===== src/rtl/phase_wrapper.sv =====
// phase_wrapper: integrates signed per-sample phase increments into a wrapped
// modulo-2^DIN_WIDTH phase, with an optional saturating count of completed turns.
//
// Optional feature macro: PHASE_WRAPPER_TURN_COUNT_EN
//   defined   -> turn counter, saturation and turn_overflow are built
//   undefined -> turns and turn_overflow are tied to 0
//
// Ports:
//   clk           system clock, rising edge
//   resetn        asynchronous active-low reset
//   acc_on        1: integrate, 0: accepted sample clears phase/turns/overflow
//   freq_in       signed phase increment, DIN_WIDTH+1 bits
//   freq_valid    freq_in valid
//   freq_ready    block accepts freq_in this cycle (combinational from phase_ready)
//   phase_out     registered signed wrapped phase
//   phase_valid   phase_out/turns valid
//   phase_ready   downstream accepts output
//   turns         registered signed completed-turn count
//   turn_overflow sticky, set when turns saturates
module phase_wrapper #(
    parameter int unsigned DIN_WIDTH  = 8,
    parameter int unsigned TURN_WIDTH = 8
) (
    input  logic                         clk,
    input  logic                         resetn,
    input  logic                         acc_on,
    input  logic signed [DIN_WIDTH:0]    freq_in,
    input  logic                         freq_valid,
    output logic                         freq_ready,
    output logic signed [DIN_WIDTH-1:0]  phase_out,
    output logic                         phase_valid,
    input  logic                         phase_ready,
    output logic signed [TURN_WIDTH-1:0] turns,
    output logic                         turn_overflow
);

    localparam int unsigned SUM_WIDTH = DIN_WIDTH + 2;

    logic                        accept;
    logic signed [SUM_WIDTH-1:0] sum;

    // Single output stage: accept whenever it is empty or being drained.
    assign freq_ready = !phase_valid || phase_ready;
    assign accept     = freq_valid && freq_ready;

    // Sign-extended sum; the bits above the wrapped phase carry the turn delta.
    assign sum = {{2{phase_out[DIN_WIDTH-1]}}, phase_out}
               + {freq_in[DIN_WIDTH], freq_in};

    // Wrapped phase accumulator and output valid.
    always_ff @(posedge clk or negedge resetn) begin
        if (!resetn) begin
            phase_out   <= '0;
            phase_valid <= 1'b0;
        end else if (accept) begin
            phase_out   <= acc_on ? sum[DIN_WIDTH-1:0] : '0;
            phase_valid <= 1'b1;
        end else if (phase_ready) begin
            phase_valid <= 1'b0;
        end
    end

`ifdef PHASE_WRAPPER_TURN_COUNT_EN

    localparam int unsigned HI_WIDTH = SUM_WIDTH - DIN_WIDTH + 1;
    localparam logic signed [TURN_WIDTH-1:0] TURN_MAX = {1'b0, {(TURN_WIDTH-1){1'b1}}};
    localparam logic signed [TURN_WIDTH-1:0] TURN_MIN = {1'b1, {(TURN_WIDTH-1){1'b0}}};

    logic [HI_WIDTH-1:0] sum_hi;
    logic                wrap_up;
    logic                wrap_dn;

    // The sum fits the wrapped range iff its top bits are all equal to the sign.
    assign sum_hi  = sum[SUM_WIDTH-1:DIN_WIDTH-1];
    assign wrap_up = !sum[SUM_WIDTH-1] && (sum_hi != '0);
    assign wrap_dn =  sum[SUM_WIDTH-1] && (sum_hi != '1);

    // Saturating turn counter with sticky overflow flag.
    always_ff @(posedge clk or negedge resetn) begin
        if (!resetn) begin
            turns         <= '0;
            turn_overflow <= 1'b0;
        end else if (accept) begin
            if (!acc_on) begin
                turns         <= '0;
                turn_overflow <= 1'b0;
            end else if (wrap_up) begin
                if (turns == TURN_MAX) begin
                    turn_overflow <= 1'b1;
                end else begin
                    turns <= turns + TURN_WIDTH'(1);
                end
            end else if (wrap_dn) begin
                if (turns == TURN_MIN) begin
                    turn_overflow <= 1'b1;
                end else begin
                    turns <= turns - TURN_WIDTH'(1);
                end
            end
        end
    end

`else

    // Upper sum bits only feed the turn counter, which is not built here.
    logic unused_sum_hi;
    assign unused_sum_hi = ^sum[SUM_WIDTH-1:DIN_WIDTH];

    assign turns         = '0;
    assign turn_overflow = 1'b0;

`endif

endmodule


===== config.mk =====
export PLATFORM = sky130hd
export DESIGN_NAME = phase_wrapper
export DESIGN_NICKNAME = d
export VERILOG_FILES = /design/src/rtl/phase_wrapper.sv
export SDC_FILE = /design/constraint.sdc
export NUM_CORES = 1
export LEC_CHECK = 0
export ABC_CLOCK_PERIOD_IN_PS = 1730
export BUFFER_PORTS_ARGS = -buffer_cell sky130_fd_sc_hd__buf_4
export CORE_MARGIN = 2
export CORE_UTILIZATION = 41
export CTS_BUF_LIST = sky130_fd_sc_hd__clkbuf_4 sky130_fd_sc_hd__clkbuf_8 sky130_fd_sc_hd__clkbuf_16
export DETAILED_ROUTE_END_ITERATION = 8
export PLACE_DENSITY_LB_ADDON = 0.3
export SLEW_MARGIN = 30
export SYNTH_ARGS = -nofsm -noshare
export SYNTH_HDL_FRONTEND = slang
export SYNTH_SLANG_ARGS = --single-unit

===== constraint.sdc =====
create_clock -name clk -period 1.73 [get_ports clk]
set_input_delay 0.346 -clock clk [delete_from_list [all_inputs] [get_ports clk]]
set_output_delay 0.346 -clock clk [all_outputs]
set_load 0.01 [all_outputs]

==> flow_metrics.py <==
metrics = {
    "sta": {
        "hold_viol": 0,
        "fin_ws_ps": -38.0,
        "fmax_mhz": 566,
        "fin_crit_ps": 1770,
        "drv_slew": 0,
        "finClkSkew_ps": 4.75,
        "fin_crit_sh": 1.02,
        "rsz0062_at_grt": "true",
        "setup_viol": 2,
    },
    "power_and_ir_drop": {
        "swShare": 0.380,
        "powerDensity_nw_per_um2": 1110,
        "power.leakage_nw": 0.526,
        "p_int_mw": 0.695,
        "pwr-share-seq": 0.289,
        "comb_power_share": 0.547,
        "switching_power_mw": 0.425,
        "p_clk_frac": 0.163,
        "ir_drop_uv": 613,
    },
    "die": {
        "dieWidth_um": 46.4,
        "fp.coreArea_um2": 1710,
        "rows": 15,
        "start_util": 0.432,
        "die-area_um2": 2150,
        "pin_count": 33,
        "die_h_um": 46.4,
    },
    "logic_synthesis": {
        "synth-simple-area-share": 0.153,
        "synth_xor_area_frac": 0.0475,
        "synthMuxAreaShare": 0,
        "avgSynthCellArea_um2": 9.10,
        "synth_top_family_by_area": "compound AO/OA/AOI/OAI gates",
        "ys_types": 29,
        "ys_seq_area_frac": 0.306,
        "synthAdderAreaFrac": 0.146,
        "ys_seq_elements": 9,
        "synth-compound-area-share": 0.231,
        "netlist_instances": 81,
        "syn-cell-area_um2": 737,
        "ys_warn_count": 0,
    },
    "worst_setup_path": {
        "setup.worst_path.class": "reg2reg",
        "cp.arrival_ps": 1920,
        "startpoint": "phase_out[0]$_DFFE_PN0P_",
        "setup.worst_path.end_class": "flip-flop",
        "r2r_start": "phase_out[0]$_DFFE_PN0P_",
        "critPathMaxFanout": 2,
        "endpoint": "phase_out[6]$_DFFE_PN0P_",
        "reg2reg_to": "phase_out[6]$_DFFE_PN0P_",
        "cp_data_required_time_ps": 1880,
        "start_kind": "flip-flop",
        "reg2reg_slack_ps": -40,
        "reg2reg_depth": 7,
    },
    "final_layout": {
        "nets": 137,
        "antenna_cells": 0,
        "areaGrowthSynthToFinish_pct": 37.5,
        "num-fill-cells": 154,
        "final_area_um2": 1010,
        "drive_above_1_share": 0.368,
    },
    "place": {
        "placed_cell_area_um2": 936,
        "numPortBuffers": 22,
        "gp_congestion": 0.721,
        "place_ws_ps": -104,
        "place_hpwl_um": 1220,
    },
    "drt": {
        "wl_per_cell_um": 11.0,
        "routed_wl_um": 1530,
        "antenna_left": 0,
        "vias": 676,
        "drt-initial-drc-count": 6,
        "drc_errors": 0,
        "viasPerCell": 4.86,
        "firstDrtPassIters": 4,
    },
    "outcome": {
        "violations": "negative setup slack",
        "outcome": "finished, violations left",
    },
    "global_routing": {
        "grt_max_degree": 14,
        "grt_overflow_total": 0,
        "grtUsageTotal": 0.169,
        "grt_pass1_vias": 611,
        "grt_pass1_wl_um": 2530,
        "antenna_found_initial": 0,
    },
    "min_path": {
        "min_path_type": "in2reg",
    },
    "clocking": {
        "cts_tree": "yes",
        "numCtsBuffers": 3,
        "path_clk_slew_ps": 60,
        "htreeDepth": 1,
        "clk_latency_ps": 270,
        "root_buffer": "clkbuf_4",
        "clock-sinks": 9,
        "cts_buffer_depth": 2,
    },
    "run": {
        "maxCapViolations": 0,
    },
}
[synth_stat cells]
cell	n	area share
and4b_1	1	0.014
or3_1	1	0.0085
buf_6	1	0.015
nand2_1	14	0.071
o211ai_1	1	0.010
nand3b_1	1	0.010
a211oi_1	2	0.020
a21oi_1	4	0.027
o221ai_2	1	0.020
clkbuf_1	1	0.0051
o31ai_1	1	0.010
o21ai_1	3	0.020
nand4_1	1	0.0085
nand2b_1	2	0.017
xnor2_1	2	0.024
a211o_1	2	0.024
nand3_1	1	0.0068
a21o_1	2	0.020
nor2b_1	1	0.0085
ha_1	7	0.12
buf_4	9	0.092
fa_1	1	0.027
xor2_1	2	0.024
and3_1	1	0.0085
dfrtp_1	9	0.31
conb_1	1	0.0051
o21ai_0	6	0.041
a211oi_2	1	0.017
o21bai_1	2	0.020
[critical path, stage by stage, from the launching register on]
cell and delay (ps):
dfrtp_1 390, ha_2 200, fa_2 340, a21o_1 180, a211oi_2 210, o21bai_1 100
xnor2_1 150, o21ai_1 90
[what timing repair did]
item | 4_1_cts | 5_1_grt
hold buffers | 1 | 0
hold endpoints to repair | 9 | 0
gates resized for setup | 1 | 3
endpoints found under the setup margin | 2 | 4
pin swaps | 0 | 3
buffers inserted | 1 | 2
[per-stage QoR]
stage               cells   util  TNS [ps]  total power [mW]  hold WS, ps
detailed placement    131  0.548      -198             0.900          182
CTS                   137  0.578     -87.5              1.10          303
floorplan              89      -     -22.2             0.700         50.4
finish                139  0.593     -40.2              1.12          304
global route          139  0.593      -360              1.22          325
global placement      131  0.548      -171             0.885          181
[worst min-delay path by stage]
stage / cells after the start / slack (ps) / to / startpoint
final: 2 / 300 / phase_valid$_DFFE_PN0P_ / freq_valid
after global routing: 2 / 330 / phase_valid$_DFFE_PN0P_ / freq_valid
after CTS: 2 / 300 / phase_valid$_DFFE_PN0P_ / freq_valid
after detailed placement: 1 / 180 / phase_out[1]$_DFFE_PN0P_ / resetn
after global placement: 1 / 180 / phase_out[1]$_DFFE_PN0P_ / resetn
after floorplan: 0 / 50 / phase_out[0]$_DFFE_PN0P_ / resetn
[flip-flops by register name, indices dropped and copies added (netlist names)]
register / count
phase_valid: 1
phase_out: 8
[per-layer routing]
metal / share of wire / wire length, um / GRT usage
met3: 0.062 / 95 / 0.0353
met5: 0 / 0 / 0
met1: 0.42 / 646 / 0.204
met2: 0.49 / 747 / 0.272
met4: 0.025 / 38 / 0.103
[cells in the final DEF, fill, tap and decap left out]
cell type and count:
nor2b_1 1, nand2b_1 2, o221ai_2 1, clkbuf_4 4
or3_1 1, conb_1 9, a211o_1 2, fa_2 1
ha_1 6, a21o_1 2, nand4_1 1, o21ai_0 5
and3_1 1, o21ai_1 4, o21bai_2 1, dlygate4sd3_1 1
o21bai_1 1, a21oi_4 1, o211ai_1 1, xor2_1 2
a211oi_2 2, nand3b_1 1, and4b_1 1, buf_4 31
nand2_1 14, o31ai_1 1, dfrtp_1 9, a21oi_1 3
ha_2 1, xnor2_1 2, a211oi_1 1, nand3_1 1
[kinds of logic (layout without fill, tap and decap cells)]
logic type | Yosys count | after routing
adder cells (fa/ha/maj) | 8 | 8
buffers and inverters | 11 | 36
other | 1 | 9
flip-flops | 9 | 9
AO/OA/AOI/OAI | 25 | 25
AND/OR/NAND/NOR | 23 | 23
XOR/XNOR | 4 | 4
[power by group through the flow]
stage          Clock, mW  Sequential [mW]  Combinational [mW]
2_1_floorplan          0            0.350               0.350
3_3_place_gp           0            0.325               0.560
3_5_place_dp           0            0.329               0.570
4_1_cts            0.187            0.325               0.589
5_1_grt            0.197            0.333               0.687
6_report           0.183            0.324               0.613
[layout make-up]
type / count / area (um2) / area share
Multi-Input combinational cell: 69 / 484 / 0.478
Tap cell: 25 / 31.3 / 0.0309
Sequential cell: 9 / 225 / 0.222
Timing Repair Buffer: 32 / 243 / 0.240
Clock buffer: 4 / 30.0 / 0.0296
No activity file was read; power rests on OpenSTA's default activity.
